$ cat src/rtl/pipe_ctrl.sv
// Hazard and valid-bit controller for a 5-stage in-order pipeline (IF/ID/EX/MEM/WB).
// Define PIPE_CTRL_PERF_EN to build the saturating stall/flush performance counters.
module pipe_ctrl (
  input  logic        clk,
  input  logic        rst,
  input  logic        fetch_valid,
  input  logic [4:0]  id_rs1_addr,
  input  logic [4:0]  id_rs2_addr,
  input  logic        id_uses_rs1,
  input  logic        id_uses_rs2,
  input  logic        ex_is_load,
  input  logic [4:0]  ex_rd_addr,
  input  logic        ex_branch_taken,
  input  logic        mem_stall,
  output logic        pc_stall,
  output logic        ifid_stall,
  output logic        ifid_flush,
  output logic        idex_flush,
  output logic        lw_use,
  output logic [1:0]  branch,
  output logic        retire_valid,
  output logic [31:0] stall_cnt,
  output logic [31:0] flush_cnt
);

  logic v_id_q, v_id_d;
  logic v_ex_q, v_ex_d;
  logic v_mem_q, v_mem_d;
  logic v_wb_q, v_wb_d;

  logic lu_hit;
  logic taken;

  // Hazards only count against real instructions and never against x0.
  assign lu_hit = v_id_q & v_ex_q & ex_is_load & (ex_rd_addr != 5'd0) &
                  ((id_uses_rs1 & (id_rs1_addr == ex_rd_addr)) |
                   (id_uses_rs2 & (id_rs2_addr == ex_rd_addr)));
  assign taken  = v_ex_q & ex_branch_taken;

  // NOTE: every output and next-state signal gets a default first so no latch is inferred.
  always_comb begin
    v_id_d       = v_id_q;
    v_ex_d       = v_ex_q;
    v_mem_d      = v_mem_q;
    v_wb_d       = v_wb_q;
    pc_stall     = 1'b0;
    ifid_stall   = 1'b0;
    ifid_flush   = 1'b0;
    idex_flush   = 1'b0;
    lw_use       = 1'b0;
    branch       = 2'd0;
    retire_valid = 1'b0;

    if (mem_stall) begin
      pc_stall   = 1'b1;
      ifid_stall = 1'b1;
    end else begin
      v_mem_d      = v_ex_q;
      v_wb_d       = v_mem_q;
      retire_valid = v_wb_q;
      if (taken) begin
        ifid_flush = 1'b1;
        idex_flush = 1'b1;
        branch     = {1'b0, v_id_q} + {1'b0, fetch_valid};
        v_id_d     = 1'b0;
        v_ex_d     = 1'b0;
      end else if (lu_hit) begin
        pc_stall   = 1'b1;
        ifid_stall = 1'b1;
        idex_flush = 1'b1;
        lw_use     = 1'b1;
        v_ex_d     = 1'b0;
      end else begin
        v_id_d = fetch_valid;
        v_ex_d = v_id_q;
      end
    end

    // Outputs are quiet for the whole reset window, whatever the inputs do.
    if (rst) begin
      pc_stall     = 1'b0;
      ifid_stall   = 1'b0;
      ifid_flush   = 1'b0;
      idex_flush   = 1'b0;
      lw_use       = 1'b0;
      branch       = 2'd0;
      retire_valid = 1'b0;
    end
  end

  // NOTE: sequential state uses non-blocking assignments so all flops update together.
  always_ff @(posedge clk or posedge rst) begin
    if (rst) begin
      v_id_q  <= 1'b0;
      v_ex_q  <= 1'b0;
      v_mem_q <= 1'b0;
      v_wb_q  <= 1'b0;
    end else begin
      v_id_q  <= v_id_d;
      v_ex_q  <= v_ex_d;
      v_mem_q <= v_mem_d;
      v_wb_q  <= v_wb_d;
    end
  end

`ifdef PIPE_CTRL_PERF_EN
  logic [31:0] stall_cnt_q, stall_cnt_d;
  logic [31:0] flush_cnt_q, flush_cnt_d;

  always_comb begin
    stall_cnt_d = stall_cnt_q;
    flush_cnt_d = flush_cnt_q;
    if (pc_stall && (stall_cnt_q != 32'hFFFF_FFFF)) stall_cnt_d = stall_cnt_q + 32'd1;
    if (ifid_flush && (flush_cnt_q != 32'hFFFF_FFFF)) flush_cnt_d = flush_cnt_q + 32'd1;
  end

  always_ff @(posedge clk or posedge rst) begin
    if (rst) begin
      stall_cnt_q <= 32'd0;
      flush_cnt_q <= 32'd0;
    end else begin
      stall_cnt_q <= stall_cnt_d;
      flush_cnt_q <= flush_cnt_d;
    end
  end

  assign stall_cnt = stall_cnt_q;
  assign flush_cnt = flush_cnt_q;
`else
  assign stall_cnt = 32'd0;
  assign flush_cnt = 32'd0;
`endif

endmodule
$ cat config.mk
export PLATFORM = sky130hd
export DESIGN_NAME = pipe_ctrl
export DESIGN_NICKNAME = d
export VERILOG_FILES = /design/src/rtl/pipe_ctrl.sv
export SDC_FILE = /design/constraint.sdc
export NUM_CORES = 1
export LEC_CHECK = 0
export BUFFER_PORTS_ARGS = -buffer_cell sky130_fd_sc_hd__buf_2
export CORE_UTILIZATION = 38
export DETAILED_ROUTE_END_ITERATION = 10
export GPL_TIMING_DRIVEN = 0
export PLACE_DENSITY_LB_ADDON = 0.2
export SYNTH_ARGS = -nofsm -noshare
export SYNTH_HDL_FRONTEND = slang
export SYNTH_SLANG_ARGS = --single-unit
$ cat constraint.sdc
create_clock -name clk -period 2.8 [get_ports clk]
set_input_delay 0.28 -clock clk [delete_from_list [all_inputs] [get_ports clk]]
set_output_delay 0.28 -clock clk [all_outputs]
set_load 0.05 [all_outputs]
==> results of run 1 <==
how the worst min path moves through the flow:
stage,startpoint,to,depth (start not counted)
2_1_floorplan,rst,v_ex_q$_DFFE_PP0N_,1
3_3_place_gp,rst,v_ex_q$_DFFE_PP0N_,2
3_5_place_dp,rst,v_wb_q$_DFFE_PP0N_,2
4_1_cts,ex_is_load,v_id_q$_DFFE_PP0P_,3
5_1_grt,ex_is_load,v_id_q$_DFFE_PP0P_,3
6_report,ex_is_load,v_id_q$_DFFE_PP0P_,3
cells by family after synthesis:
kind of cell,Yosys count
buf+inv,67
compound gates,9
fa+ha+maj,1
simple gates,19
other cells,1
flops,4
xor+xnor,10
mux,3
per-stage QoR:
step / instances / hold slack, ns / instance area [µm²] / setup WS [ns] / utilization [%]
4_1_cts: 238 / 0.356 / 1370 / 0.644 / 61.3
6_report: 238 / 0.357 / 1370 / 0.686 / 61.3
2_1_floorplan: 177 / 0.0544 / 1160 / 0.332 / -
3_5_place_dp: 234 / 0.202 / 1340 / 0.767 / 59.9
5_1_grt: 238 / 0.379 / 1370 / 0.531 / 61.3
3_3_place_gp: 234 / 0.200 / 1340 / 0.781 / 59.9
cell type report:
| type | count | area, µm² |
|---|---|---|
| clock buffer | 3 | 22.5 |
| fill | 205 | 863 |
| buffer | 66 | 492 |
| sequential | 4 | 100 |
| tap | 28 | 35.0 |
| timing repair buffer | 30 | 155 |
| inverter | 1 | 3.75 |
| multi-input combinational | 106 | 562 |
worst min-delay path, stage by stage:
cell	delay, ns
buf_2	0.12
o21ai_4	0.08
o31ai_1	0.07
routing by layer:
metal	share of wire (%)	routed length [µm]
met1	35	577
met3	13	209
met4	1.5	25
met5	0	0
met2	51	851
Yosys cell counts, drive strengths merged:
| master | number |
|---|---|
| nand4 | 2 |
| buf | 65 |
| and3 | 1 |
| clkbuf | 1 |
| a21boi | 1 |
| a21o | 1 |
| mux2i | 1 |
| nor3b | 1 |
| o41ai | 1 |
| nand2 | 5 |
| nor3 | 1 |
| conb | 1 |
| o22a | 1 |
| and2 | 3 |
| mux2 | 2 |
| o31ai | 1 |
| xnor2 | 10 |
| or2 | 1 |
| inv | 1 |
| dfrtp | 4 |
| nand3 | 1 |
| o22ai | 1 |
| ha | 1 |
| nor2 | 3 |
| a221oi | 1 |
| or4 | 1 |
| o21ai | 2 |
power breakdown:
part	switching, W	internal (W)
clock	0.0000222	0.0000478
combinational	0.000266	0.000119
sequential	0.0000212	0.0000824
flip-flops by register name, summed over array words and instances (netlist names):
name and flops:
v_id_q 1, v_wb_q 1, v_mem_q 1, v_ex_q 1
repair_timing:
item	in CTS	in global routing
gates resized for setup	0	0
endpoints found under the setup margin	0	0
hold buffers	1	0
hold endpoints to repair	4	0
==> impl_metrics.py, run 1 <==
metrics = {
    "run_status": {
        "status": "completed",
    },
    "finish": {
        "drive_gt1_share_pct": 49.5,
        "antenna_cells": 0,
        "mostFrequentLayoutCells": "buf_4 (65), conb_1 (64), buf_2 (29), xnor2_1 (10), nand2_1 (5)",
        "final_common_cell": "buf_4",
        "nNetsFinal": 236,
        "syn_to_final_growth_pct": 50.0,
    },
    "setup_path": {
        "ff2ff_path_depth": 3,
        "crit_buf_inv": 2,
        "r2r_start": "v_ex_q$_DFFE_PP0N_",
        "critPathMaxFanout": 7,
        "reg2reg_to": "v_id_q$_DFFE_PP0P_",
        "crit_path_start_kind": "flop",
        "worstPathArrival_ns": 1.83,
        "crit_end": "pc_stall",
        "crit_required_ns": 2.52,
        "crit_cells": 5,
        "critPathTopFamily": "flip-flops",
        "critPathKind": "reg -> out",
        "r2r_setup_slack_ns": 1.65,
        "slowest_delay_ns": 0.43,
        "crit_chain": "nand2_1, or2_2, o41ai_2, buf_4, buf_2",
        "slowest_stage": "dfrtp_1",
        "endpoint_kind": "output pin",
        "worstSetupStartpoint": "v_ex_q$_DFFE_PP0N_",
    },
    "power_and_ir_drop": {
        "p_leak_nw": 0.869,
        "power.density_nw_per_um2": 408,
        "peakVddDrop_v": 0.000228,
        "total_power_w": 0.000559,
    },
    "placed_design": {
        "routabilityCongestion": 0.717,
        "io_buffers": 29,
        "dp_hpwl_mm": 1.57,
    },
    "synthesis": {
        "synth_compound_area_share_pct": 8.36,
        "synthAdderAreaFrac_pct": 1.37,
        "yosys.area.top_type": "buf_4",
        "yosys.area_share.simple_pct": 11.5,
        "netlist_area_um2": 913,
        "yosys.cell_types.count": 29,
        "synth_top_area_share_pct": 53.4,
        "yosys_warnings": 0,
        "syn_avg_cell_area_um2": 8.01,
        "synthMuxAreaShare_pct": 3.56,
        "ys_ff_latch": 4,
        "synthXorXnorAreaFrac_pct": 9.59,
        "syn-instance-count": 114,
        "yosysSeqAreaShare_pct": 11.0,
        "synthTopCellsByArea": "buf_4 (53%), dfrtp_1 (11%), xnor2_1 (9.6%), mux2_2 (2.5%), and2_1 (2.1%)",
        "synth_top_family_by_area": "buffers and inverters",
    },
    "drt": {
        "routed_wl_mm": 1.66,
        "dr.pass1.iters": 4,
        "drc": 0,
        "via_per_inst": 3.41,
        "vias": 811,
        "wl_per_cell_um": 6.99,
        "ant_nets": 0,
        "dr.first_iter.drc_count": 9,
    },
    "die": {
        "die_x_um": 51.0,
        "rows": 17,
        "core_um2": 2230,
        "die_area_um2": 2600,
        "ioPinCount": 95,
        "initial_core_util_pct": 40.9,
        "fp.dieH_um": 51.0,
    },
    "sta": {
        "drv_slew": 0,
        "min_period_ns": 2.11,
        "clock_skew_ns": 0.00242,
        "period_share_pct": 75.5,
        "fmax_ghz": 0.473,
        "grt_setup_unrepaired": "no",
        "fin_setup_tns_ns": 0,
        "hold_viol": 0,
        "setup_viol": 0,
    },
    "clock_network": {
        "cts_sinks": 4,
        "cts_setup_buffers": 0,
        "htreeDepth": 1,
        "clkTransAtPathRegs_ns": 0.04,
        "clk_latency_ns": 0.23,
        "cts_root_buffer": "clkbuf_4",
        "clock_path_buffers": 2,
        "cts_tree": "built",
        "cts_made_buffers": 3,
    },
    "global_route": {
        "grt_max_degree": 8,
        "overflow": 0,
        "busiest_layer": "met2",
        "grt_use_met3_pct": 1.49,
        "grtUsageTotal_pct": 11.5,
        "grt_pass1_vias": 595,
        "antenna_found_initial": 0,
        "grtUsageMet2_pct": 21.5,
        "use_met1_pct": 11.9,
        "grt_pass1_wl_mm": 2.29,
    },
    "job": {
        "maxCapViolCount": 0,
    },
    "min_path": {
        "min_path_type": "in -> reg",
    },
}
No activity file was read; power rests on OpenSTA's default activity.
==> run 2: changes to the inputs <==
--- a/config.mk
+++ b/config.mk
@@ -6,7 +6,8 @@
 export NUM_CORES = 1
 export LEC_CHECK = 0
 export BUFFER_PORTS_ARGS = -buffer_cell sky130_fd_sc_hd__buf_2
-export CORE_UTILIZATION = 38
+export CORE_ASPECT_RATIO = 2
+export CORE_UTILIZATION = 32
 export DETAILED_ROUTE_END_ITERATION = 10
 export GPL_TIMING_DRIVEN = 0
 export PLACE_DENSITY_LB_ADDON = 0.2
==> constraint.sdc (replaced) <==
create_clock -name clk -period 1.9 [get_ports clk]
set_input_delay 0.19 -clock clk [delete_from_list [all_inputs] [get_ports clk]]
set_output_delay 0.19 -clock clk [all_outputs]
set_load 0.05 [all_outputs]
==> run 2 against run 1 <==
Compared with the run above:
- critical path depth fell by 1
- sequential cell count unchanged
- via count up 0.62%
- largest cell class unchanged
- final cell count rose by 1.7%
==> impl_metrics.py, run 2 (synthesis results as in run 1) <==
metrics = {
    "drt": {
        "drc": 0,
        "vias": 816,
        "routed_wl_mm": 1.64,
        "ant_nets": 0,
        "wl_per_cell_um": 6.76,
        "via_per_inst": 3.37,
        "dr.first_iter.drc_count": 2,
        "dr.pass1.iters": 3,
    },
    "die": {
        "rows": 27,
        "initial_core_util_pct": 33.4,
        "die_x_um": 39.8,
        "die_area_um2": 3080,
        "ioPinCount": 95,
        "core_um2": 2740,
        "fp.dieH_um": 77.6,
    },
    "global_route": {
        "antenna_found_initial": 0,
        "grt_max_degree": 8,
        "grtUsageTotal_pct": 10.9,
        "grt_pass1_vias": 614,
        "overflow": 0,
        "grt_pass1_wl_mm": 2.39,
    },
    "power_and_ir_drop": {
        "p_leak_nw": 0.912,
        "total_power_w": 0.000932,
        "peakVddDrop_v": 0.000322,
        "power.density_nw_per_um2": 645,
    },
    "setup_path": {
        "critPathMaxFanout": 5,
        "crit_chain": "nand2_1, or2_4, o41ai_4, clkbuf_4",
        "crit_path_start_kind": "flop",
        "crit_required_ns": 1.71,
        "crit_buf_inv": 1,
        "endpoint_kind": "output pin",
        "worstPathArrival_ns": 1.64,
        "critPathKind": "reg -> out",
        "slowest_stage": "dfrtp_1",
        "slowest_delay_ns": 0.39,
        "critPathTopFamily": "flip-flops",
    },
    "clock_network": {
        "cts_sinks": 4,
        "htreeDepth": 1,
        "cts_root_buffer": "clkbuf_8",
        "cts_made_buffers": 3,
        "cts_tree": "built",
        "clock_path_buffers": 2,
        "clk_latency_ns": 0.22,
        "clkTransAtPathRegs_ns": 0.03,
    },
    "placed_design": {
        "dp_hpwl_mm": 1.56,
        "placed_area_um2": 1360,
        "place_inst": 235,
        "routabilityCongestion": 0.608,
        "io_buffers": 29,
    },
    "sta": {
        "min_period_ns": 1.83,
        "holdWs_ns": 0.316,
        "clock_skew_ns": 0.00153,
        "fmax_ghz": 0.548,
        "hold_viol": 0,
        "period_share_pct": 96.1,
        "setup_viol": 0,
        "drv_slew": 0,
        "grt_setup_unrepaired": "no",
    },
    "finish": {
        "drive_gt1_share_pct": 51.2,
        "mostFrequentLayoutCells": "buf_4 (67), conb_1 (64), buf_2 (27), xnor2_1 (10), nand2_1 (5)",
        "fillers": 302,
        "final_common_cell": "buf_4",
        "antenna_cells": 0,
        "final_cells": 242,
        "nNetsFinal": 239,
        "syn_to_final_growth_pct": 58.2,
        "finalInstanceArea_um2": 1450,
    },
    "run_status": {
        "status": "completed",
    },
    "job": {
        "maxCapViolCount": 0,
    },
    "min_path": {
        "min_path_type": "in -> reg",
    },
}
[run 2: changes by cell type in the layout (fill, tap and decap cells not counted), moves of 2 or more]
cell / previous run / this run
buf_6: 0 / 2
clkbuf_8: 0 / 3
buf_2: 29 / 27
buf_4: 65 / 67
clkbuf_4: 3 / 1
[run 2: metal layers]
metal	track usage, %	routed length, µm
met5	0	0
met4	6.21	36
met3	2.57	222
met2	19.0	887
met1	10.7	490
[run 2: repair_timing]
action,CTS,global route
endpoints found under the setup margin,2,2
hold endpoints to repair,4,0
hold buffers,1,0
setup buffers,0,3
pin swaps,0,1
resized for setup,2,2
[run 2: path summary, 6_finish.rpt]
path | startpoint | to | slack (ns) | depth (start not counted)
hold reg to reg | v_mem_q$_DFFE_PP0N_ | v_mem_q$_DFFE_PP0N_ | 0.49 | 1
max in group asynchronous | rst | v_ex_q$_DFFE_PP0N_ | 1.28 | 3
min in group asynchronous | rst | v_id_q$_DFFE_PP0P_ | 0.45 | 3
hold / removal | ex_is_load | v_id_q$_DFFE_PP0P_ | 0.32 | 3
setup reg to reg | v_ex_q$_DFFE_PP0N_ | v_ex_q$_DFFE_PP0N_ | 0.83 | 4
setup / recovery | v_id_q$_DFFE_PP0P_ | ifid_stall | 0.07 | 4
[run 2: cell type report]
type	count	area, µm²	area share [%]
Inverter	1	3.75	0.260
Multi-Input combinational cell	106	581	40.2
Tap cell	29	36.3	2.51
Clock buffer	3	41.3	2.86
Timing Repair Buffer	33	186	12.9
Sequential cell	4	101	7.01
Buffer	66	495	34.3
[run 2: power breakdown]
| part | leakage (nW) | internal, W | total (W) | switching, W |
|---|---|---|---|---|
| logic | 0.843 | 0.000203 | 0.000604 | 0.000401 |
| registers | 0.0479 | 0.000124 | 0.000152 | 0.0000284 |
| clock network | 0.0216 | 0.000135 | 0.000176 | 0.0000409 |
| total | 0.912 | 0.000461 | 0.000932 | 0.000470 |
[run 2: per-stage QoR]
stage	TNS [ns]	setup slack [ns]	util (%)
after floorplan	-0.0408	-0.0408	-
after CTS	0	0.0115	51.8
after detailed placement	0	0.0157	49.7
after global placement	0	0.0416	49.7
final	0	0.0736	52.8
after global routing	0	0.0128	52.8
[run 2: tightest hold or removal path, cell delays in order]
cell and delay (ns):
buf_2 0.12, o21ai_4 0.10, o31ai_1 0.07
